**src/rtl/arb3_rr_ctrl_pkg.sv**
```systemverilog
// Shared definitions for the three-requester round-robin arbiter: state encoding,
// requester count, default watchdog length and the one-hot grant helper.
package arb3_rr_ctrl_pkg;

    typedef enum logic [1:0] {
        StIdle = 2'b00,
        StHold = 2'b01,
        StGap  = 2'b10
    } arb_state_e;

    localparam int unsigned ArbN     = 3;
    localparam int unsigned DefToCyc = 15;

    // Pointer resets to 2 so requester 0 is scanned first.
    localparam logic [1:0] PtrRst = 2'd2;

    function automatic logic [ArbN-1:0] onehot3(input logic [1:0] idx);
        logic [ArbN-1:0] oh;
        oh = '0;
        case (idx)
            2'd0:    oh = 3'b001;
            2'd1:    oh = 3'b010;
            2'd2:    oh = 3'b100;
            default: oh = '0;
        endcase
        return oh;
    endfunction

endpackage

```
**src/rtl/arb3_rr_ctrl_rr_pick3.sv**
```systemverilog
// Combinational rotate-priority picker: first set request after ptr, scanning modulo 3.
// Written as NOR/NAND terms so it maps directly onto the discrete gate set.
module rr_pick3
    import arb3_rr_ctrl_pkg::*;
(
    input  logic [ArbN-1:0] req,
    input  logic [1:0]      ptr,
    output logic [1:0]      pick,
    output logic            valid
);

    logic s0, s1, s2;
    logic nor12, nor20, nor01;
    logic a0_0, a0_1, a1_0, a1_1, a2_0, a2_1;
    logic en0, en1, en2;
    logic g0, g1, g2;

    // ptr == 3 is unreachable and decodes like ptr == 2.
    assign s2 = ptr[1];
    assign s0 = ~(ptr[1] | ptr[0]);
    assign s1 = ~(ptr[1] | ~ptr[0]);

    assign nor12 = ~(req[1] | req[2]);
    assign nor20 = ~(req[2] | req[0]);
    assign nor01 = ~(req[0] | req[1]);

    assign a0_0 = ~(s0 & nor12);
    assign a0_1 = ~(s1 & ~req[2]);
    assign en0  = ~(~s2 & a0_0 & a0_1);

    assign a1_0 = ~(s2 & ~req[0]);
    assign a1_1 = ~(s1 & nor20);
    assign en1  = ~(~s0 & a1_0 & a1_1);

    assign a2_0 = ~(s0 & ~req[1]);
    assign a2_1 = ~(s2 & nor01);
    assign en2  = ~(~s1 & a2_0 & a2_1);

    assign g0 = req[0] & en0;
    assign g1 = req[1] & en1;
    assign g2 = req[2] & en2;

    assign pick  = {g2, g1};
    assign valid = ~(~req[0] & ~req[1] & ~req[2]);

    logic unused_g0;
    assign unused_g0 = g0;

endmodule

```
**src/rtl/arb3_rr_ctrl.sv**
```systemverilog
// Round-robin arbiter for one shared single-owner resource. The grant is held until the
// owner finishes, drops its request or the watchdog expires, followed by one turnaround cycle.
module arb3_rr_ctrl
    import arb3_rr_ctrl_pkg::*;
#(
    parameter int unsigned TO_W   = 4,
    parameter int unsigned TO_CYC = DefToCyc,
    parameter int unsigned TO_EN  = 1
) (
    input  logic            clk,
    input  logic            rst,
    input  logic [ArbN-1:0] req,
    input  logic [ArbN-1:0] done,
    output logic [ArbN-1:0] gnt,
    output logic            busy,
    output logic            tmo,
    output logic [1:0]      tmo_id
);

    localparam logic [TO_W-1:0] CntMax  = '1;
    localparam logic [TO_W-1:0] CntLast = TO_W'(TO_CYC - 1);

    arb_state_e      state_q, state_d;
    logic [1:0]      ptr_q, ptr_d;
    logic [ArbN-1:0] gnt_q, gnt_d;
    logic [TO_W-1:0] cnt_q, cnt_d;
    logic            tmo_q, tmo_d;
    logic [1:0]      tmo_id_q, tmo_id_d;

    logic [1:0] pick;
    logic       pick_valid;
    logic       owner_done, owner_req, expire;

    rr_pick3 u_pick (
        .req   (req),
        .ptr   (ptr_q),
        .pick  (pick),
        .valid (pick_valid)
    );

    // Masking with the grant ignores DONE/REQ from everyone but the owner.
    assign owner_done = |(done & gnt_q);
    assign owner_req  = |(req & gnt_q);
    assign expire     = (TO_EN != 0) && (cnt_q == CntLast);

    always_comb begin
        state_d  = state_q;
        ptr_d    = ptr_q;
        gnt_d    = gnt_q;
        cnt_d    = cnt_q;
        tmo_d    = 1'b0;
        tmo_id_d = tmo_id_q;
        unique case (state_q)
            StIdle: begin
                if (pick_valid) begin
                    gnt_d   = onehot3(pick);
                    ptr_d   = pick;
                    cnt_d   = '0;
                    state_d = StHold;
                end
            end
            StHold: begin
                if (owner_done || !owner_req || expire) begin
                    gnt_d   = '0;
                    state_d = StGap;
                    // A normal release in the expiry cycle takes precedence over the watchdog.
                    if (!owner_done && owner_req) begin
                        tmo_d    = 1'b1;
                        tmo_id_d = ptr_q;
                    end
                end else if (cnt_q != CntMax) begin
                    cnt_d = cnt_q + 1'b1;
                end
            end
            StGap: begin
                state_d = StIdle;
            end
            default: begin
                state_d = StIdle;
                gnt_d   = '0;
            end
        endcase
    end

    always_ff @(posedge clk or posedge rst) begin
        if (rst) begin
            state_q  <= StIdle;
            ptr_q    <= PtrRst;
            gnt_q    <= '0;
            cnt_q    <= '0;
            tmo_q    <= 1'b0;
            tmo_id_q <= 2'd0;
        end else begin
            state_q  <= state_d;
            ptr_q    <= ptr_d;
            gnt_q    <= gnt_d;
            cnt_q    <= cnt_d;
            tmo_q    <= tmo_d;
            tmo_id_q <= tmo_id_d;
        end
    end

    assign gnt    = gnt_q;
    assign busy   = |gnt_q;
    assign tmo    = tmo_q;
    assign tmo_id = tmo_id_q;

endmodule

```
**config.mk**
```make
export PLATFORM = sky130hd
export DESIGN_NAME = arb3_rr_ctrl
export DESIGN_NICKNAME = d
export VERILOG_FILES = /design/src/rtl/arb3_rr_ctrl_pkg.sv /design/src/rtl/arb3_rr_ctrl_rr_pick3.sv /design/src/rtl/arb3_rr_ctrl.sv
export SDC_FILE = /design/constraint.sdc
export NUM_CORES = 1
export LEC_CHECK = 0
export BUFFER_PORTS_ARGS = -buffer_cell sky130_fd_sc_hd__clkbuf_2
export CAP_MARGIN = 10
export CORE_MARGIN = 4
export CORE_UTILIZATION = 56
export DETAILED_ROUTE_END_ITERATION = 10
export PLACE_DENSITY = 0.81
export SKIP_CTS_REPAIR_TIMING = 1
export SKIP_LAST_GASP = 1
export SLEW_MARGIN = 20
export SYNTH_ARGS = -nofsm -noshare
export SYNTH_HDL_FRONTEND = slang
export SYNTH_SLANG_ARGS = --single-unit
export TNS_END_PERCENT = 30
```
**constraint.sdc**
```tcl
create_clock -name clk -period 5.4 [get_ports clk]
set_input_delay 0.27 -clock clk [delete_from_list [all_inputs] [get_ports clk]]
set_output_delay 0.27 -clock clk [all_outputs]
set_load 0.1 [all_outputs]
```
* Word-level counts from Yosys, hierarchy flattened
Index checks and enable logic that the tools add are counted.
** Word-level totals
- Register bits after elaboration :: 14
- Bits of input ports :: 8
- Output and inout bits :: 7
- Logic and storage cells :: 81
** Cells by class
- Add/sub/neg operators :: 1
- Eq/ne operators :: 10
- Multiplexer cells :: 14
- Bitwise gates (word level) :: 34
- Reduce and logical (&&, ||, !) cells :: 16
** Operators by type and width (number)
- $pmux 3 s3 :: 2
- $not 1->1 :: 16
- $and 1x1->1 :: 12
- $mux 4 :: 3
- $reduce_or 3->1 :: 3
- $ne 2x2->1 const B :: 4
- $pmux 4 s2 :: 1
- $and 3x3->3 :: 2
- $mux 3 :: 2
- $reduce_and 3->1 :: 2
- $add 4x1->4 const B :: 1
- $eq 2x1->1 const B :: 2
- $eq 2x2->1 const B :: 2
- $eq 4x4->1 const B :: 1
- $logic_not 2->1 :: 2
- $mux 2 :: 2
- $ne 4x4->1 const B :: 1
- $or 1x1->1 :: 4
- $pmux 2 s2 :: 1
- $reduce_and 2->1 :: 2
- $reduce_and 4->1 :: 1
- $mux 1 :: 3
- $logic_not 1->1 :: 2
- $logic_or 1x1->1 :: 2
- other kinds (2) :: 2

* Logic depth before layout (Yosys ltp)
- Depth in word-level cells :: 12
- Mapped depth :: 6

* Modules after synthesis
From an unflattened synthesis, not the netlist that was laid out.
** Unflattened totals
- Cell total of the unflattened synthesis :: 75
- Area, all modules :: 773.2 µm²
** Modules (own cells, without submodules)
- arb3_rr_ctrl :: instances 1, cells each 65, area an instance 708.2 µm²
- rr_pick3 :: instances 1, cells each 10, area an instance 65.1 µm²

* Worst setup path after synthesis
No wires, ideal clock.
- Kind :: reg2reg
- From :: register gnt_q[0] (netlist: gnt[0])
- To :: register tmo_id_q[0] (netlist: tmo_id[0])
- Setup time :: 0.126 ns
- Data arrival time :: 2.152 ns
- Required time :: 5.274 ns
- Slack :: 3.121 ns
- Stages on the path, launching flop included :: 5
- Clock period less this slack :: 2.279 ns
- Cell sequence :: dfrtp_1 -> a222oi_1 -> or4_4 -> nor2_4 -> mux2_4
** Between the ends
- Word-level cells in the longest chain between the ends :: 6
- Elaborated cells on any way between the ends :: 10
** Ends and longest elaborated chain
- start: declaration :: RTL line arb3_rr_ctrl.sv:25 : logic [ArbN-1:0] gnt_q, gnt_d;
- start signal: assignment :: RTL line arb3_rr_ctrl.sv:96 : gnt_q <= gnt_d;
- $and 3x3->3 :: RTL line arb3_rr_ctrl.sv:43 : assign owner_req = |(req & gnt_q);
- $reduce_or 3->1 :: RTL line arb3_rr_ctrl.sv:43
- $logic_not 1->1 :: RTL line arb3_rr_ctrl.sv:63 : if (owner_done || !owner_req || expire) begin
- $logic_or 1x1->1 (2 in a row) :: RTL line arb3_rr_ctrl.sv:63
- $reduce_and 3->1 (no line) (*)
- end signal: assignment :: RTL line arb3_rr_ctrl.sv:99 : tmo_id_q <= tmo_id_d;
- end: declaration :: RTL line arb3_rr_ctrl.sv:28 : logic [1:0] tmo_id_q, tmo_id_d;
Every way passes the cells marked *; elsewhere a longest branch is shown, timed or not.
A chain may end at the register's enable or synchronous reset.

* Final worst setup path
- From :: register cnt_q[0]
- To :: register cnt_q[0]
** Between the ends
- Word-level cells in the longest chain between the ends :: 4
- Elaborated cells on any way between the ends :: 10
** Ends and longest elaborated chain
- start: declaration :: RTL line arb3_rr_ctrl.sv:26 : logic [TO_W-1:0] cnt_q, cnt_d;
- start signal: assignment :: RTL line arb3_rr_ctrl.sv:97 : cnt_q <= cnt_d;
- $add 4x1->4 or $eq 4x4->1 (tied branches) :: RTL line arb3_rr_ctrl.sv:72, arb3_rr_ctrl.sv:44
- $mux 4 or $logic_or 1x1->1 (tied branches) :: RTL line arb3_rr_ctrl.sv:71, arb3_rr_ctrl.sv:63
- $mux 4 or $ne 2x2->1 (tied branches)
- $pmux 4 s2 or $reduce_and 4->1 (tied branches)
Several ways; a longest one is shown, not always the timed one. The select of a mux whose other input is x is not followed.

==> impl_metrics.csv <==
group,metric,value,unit
synth,netlist_instances,73,
die,dieArea,2067,um2
cts,ctsLongestPathBuffers,2,
finish,fillerInstances,105,
synth,seq_area_frac_synth,44.75,%
timing,final.setup_skew,0.001818,ns
synth,synth-compound-area-share,17.68,%
critical_path,critical_path_class,"reg2reg",
power,power,0.0005704,W
finish,seq_area,351.6,um2
synth,synth_top_family_by_area,"simple AND/OR/NAND/NOR gates",
status,violations,"negative hold slack",
timing,final_max_slew_viol_count,0,
placement,gp_congestion,0.7428,
synth,synth_area_leader_cell,"dfrtp_1",
detailed_routing,avgViaCountPerCell,5.906,
timing,slew_headroom,63.61,%
synth,synth_seq_cells,14,
detailed_routing,routedWlPerCell,15.06,um
detailed_routing,ant_nets,0,
finish,multiInputGateArea,422.9,um2
cts,cts_root_buf,"clkbuf_4",
critical_path,path_delay_family,"compound AO/OA/AOI/OAI gates",
status,status,"complete, but fails checks",
synth,synthMostInstantiatedCell,"dfrtp_1",
power,p_leak,0.4418,nW
timing,fin_crit,1.927,ns
critical_path,crit_fanout,5,
critical_path,cp_num_buf_inv,1,
finish,antennaDiodeCount,0,
synth,synthAdderAreaFrac,3.185,%
die,die_y,45.46,um
synth,yosys.area_share.simple,25.00,%
global_routing,grt_pass1_wl,2849,um
timing,final_hold_viol_count,13,
global_routing,grt_usage,19.82,%
synth,synth_area_leaders,"dfrtp_1 (41%), mux2_4 (3.8%), dfstp_2 (3.3%)",
cts,cts.sinks,14,
timing,holdWs,-0.003770,ns
synth,synth_top_cell_area_share,41.40,%
synth,syn_area,785.8,um2
die,rows,13,
detailed_routing,drt-pass1-iter-count,4,
critical_path,start_kind,"flop",
synth,avgSynthCellArea,10.76,um2
timing,tns,0,ns
die,die_x,45.46,um
synth,synth_nets,83,
timing,setup_viol,0,
die,initial_utilization,59.64,%
cts,worstSkewPairLatency,0.28,ns
finish,syn2layout_area_growth,14.65,%
synth,yosysWarnings,0,
run,maxCapViolCount,0,
synth,ys.flop_type,"dfrtp_1",
critical_path,max_stage_delay,0.52,ns
detailed_routing,via_count,626,
detailed_routing,drtIter0Drc,8,
die,coreArea,1318,um2
placement,placement.io_buffers,14,
die,io_pins,15,
global_routing,grt_max_degree,15,
timing,setup_slack,3.473,ns
critical_path,worst_setup_path_end_kind,"flop",
cts,cts_tree,"built",
synth,synthMuxAreaShare,7.962,%
placement,hpwlAfterDp,1222,um
placement,dpl_worst_slack,3.475,ns
global_routing,antenna_found_initial,0,
cts,htree_levels,1,
power,power_density,633.2,nW/um2
cts,clkTransAtPathRegs,0.08,ns
timing,fmax,0.5190,GHz
power,irDropWorstVdd,0.6631,mV
critical_path,cp_cell_sequence,"inv_1 -> ha_1 -> and3_4 -> o41ai_2 -> nand2_2 -> mux2_2",
synth,synth_edf_count,0,
global_routing,overflow,0,
detailed_routing,totalWireLength,1596,um
critical_path,cp.arrival,2.10,ns
timing,rsz0062_at_grt,"no",
critical_path,critPathSlowestCell,"o41ai_2",
cts,cts_made_buffers,3,
synth,yosys.cell_types.count,37,
detailed_routing,route.detailed.drc,0,
timing,tightest_slew,0.5481,ns
synth,synth-xor-area-share,0,%
finish,final_nets,102,
global_routing,grt_pass1_vias,614,
synth,ys_async_sr_fraction,100.0,%
finish,drive_gt1_share,34.07,%
hold_path,hp-class,"in2async",
critical_path,worstPathRequired,5.57,ns
timing,fin_crit_sh,35.68,%
synth,synth.cells.most_frequent,"dfrtp_1 (13), nand2_1 (5), nand3_1 (4), nor2_1 (4), nor2b_1 (4)",
-- cell type report --
type	count	area share, %
Sequential cell	14	39.03
Tap cell	15	2.083
Multi-Input combinational cell	56	46.94
Clock buffer	4	2.917
Inverter	3	1.250
Timing Repair Buffer	14	7.778
-- state kept, by name, indices dropped and copies added (netlist names) --
register	flops
cnt_q	4
gnt	3
ptr_q	2
state_q	2
tmo	1
tmo_id	2
-- path summary, 6_finish.rpt --
check | startpoint | end | slack (ns) | cells after the start
max in group asynchronous | rst | ptr_q[1]$_DFFE_PP1P_ | 5.04 | 2
hold reg to reg | ptr_q[1]$_DFFE_PP1P_ | ptr_q[1]$_DFFE_PP1P_ | 0.51 | 2
setup reg to reg | cnt_q[0]$_DFFE_PP0P_ | cnt_q[0]$_DFFE_PP0P_ | 3.47 | 6
hold / removal | rst | tmo_id[1]$_DFFE_PP0P_ | -0.004 | 2
min in group clk | req[2] | ptr_q[1]$_DFFE_PP1P_ | 0.29 | 3
setup / recovery | cnt_q[0]$_DFFE_PP0P_ | cnt_q[0]$_DFFE_PP0P_ | 3.47 | 6
-- cells by family after synthesis --
group,count (synthesis)
compound gates,17
buf+inv,3
fa+ha+maj,2
simple gates,32
mux,5
flops,14
-- power breakdown --
part	leakage (nW)	switching (W)	total, W	internal (W)
clock network	0.0150	0.0000322	0.0000609	0.0000287
logic	0.242	0.000230	0.000328	0.0000979
registers	0.184	0.0000427	0.000181	0.000139
-- per-layer routing --
layer | vias up | wire length (um) | GRT usage, %
met2 | 19 | 775 | 32.03
met3 | 4 | 83 | 7.115
met1 | 290 | 719 | 24.81
met5 | - | 0 | 0
met4 | 0 | 18 | 5.263
li1 | 313 | - | -
-- layout by cell type (no fill, tap or decap), types with 2 or more instances in the layout --
cell type / netlist / final
nor2_1: 4 / 4
o22ai_1: 3 / 3
mux2_4: 2 / 2
o21ai_0: 2 / 2
dfrtp_1: 13 / 13
nand2_1: 5 / 5
and3_1: 2 / 2
nand3_1: 4 / 4
ha_1: 2 / 2
clkbuf_2: 0 / 14
clkbuf_4: 0 / 3
inv_1: 3 / 3
or3_1: 2 / 2
a21boi_0: 2 / 2
nor2b_1: 4 / 4
mux2_2: 2 / 2
-- metrics by stage --
stage          utilization, %  cells  cell area, um2  hold WS (ns)
2_1_floorplan               -     73           785.8        0.1585
4_1_cts                 68.38    106           900.9      0.009870
3_5_place_dp            66.38    102           874.6        0.3165
5_1_grt                 68.38    106           900.9       0.02086
3_3_place_gp            66.38    102           874.6        0.3153
6_report                68.38    106           900.9     -0.003770
Note: power is estimated with default switching activity, not from simulation.
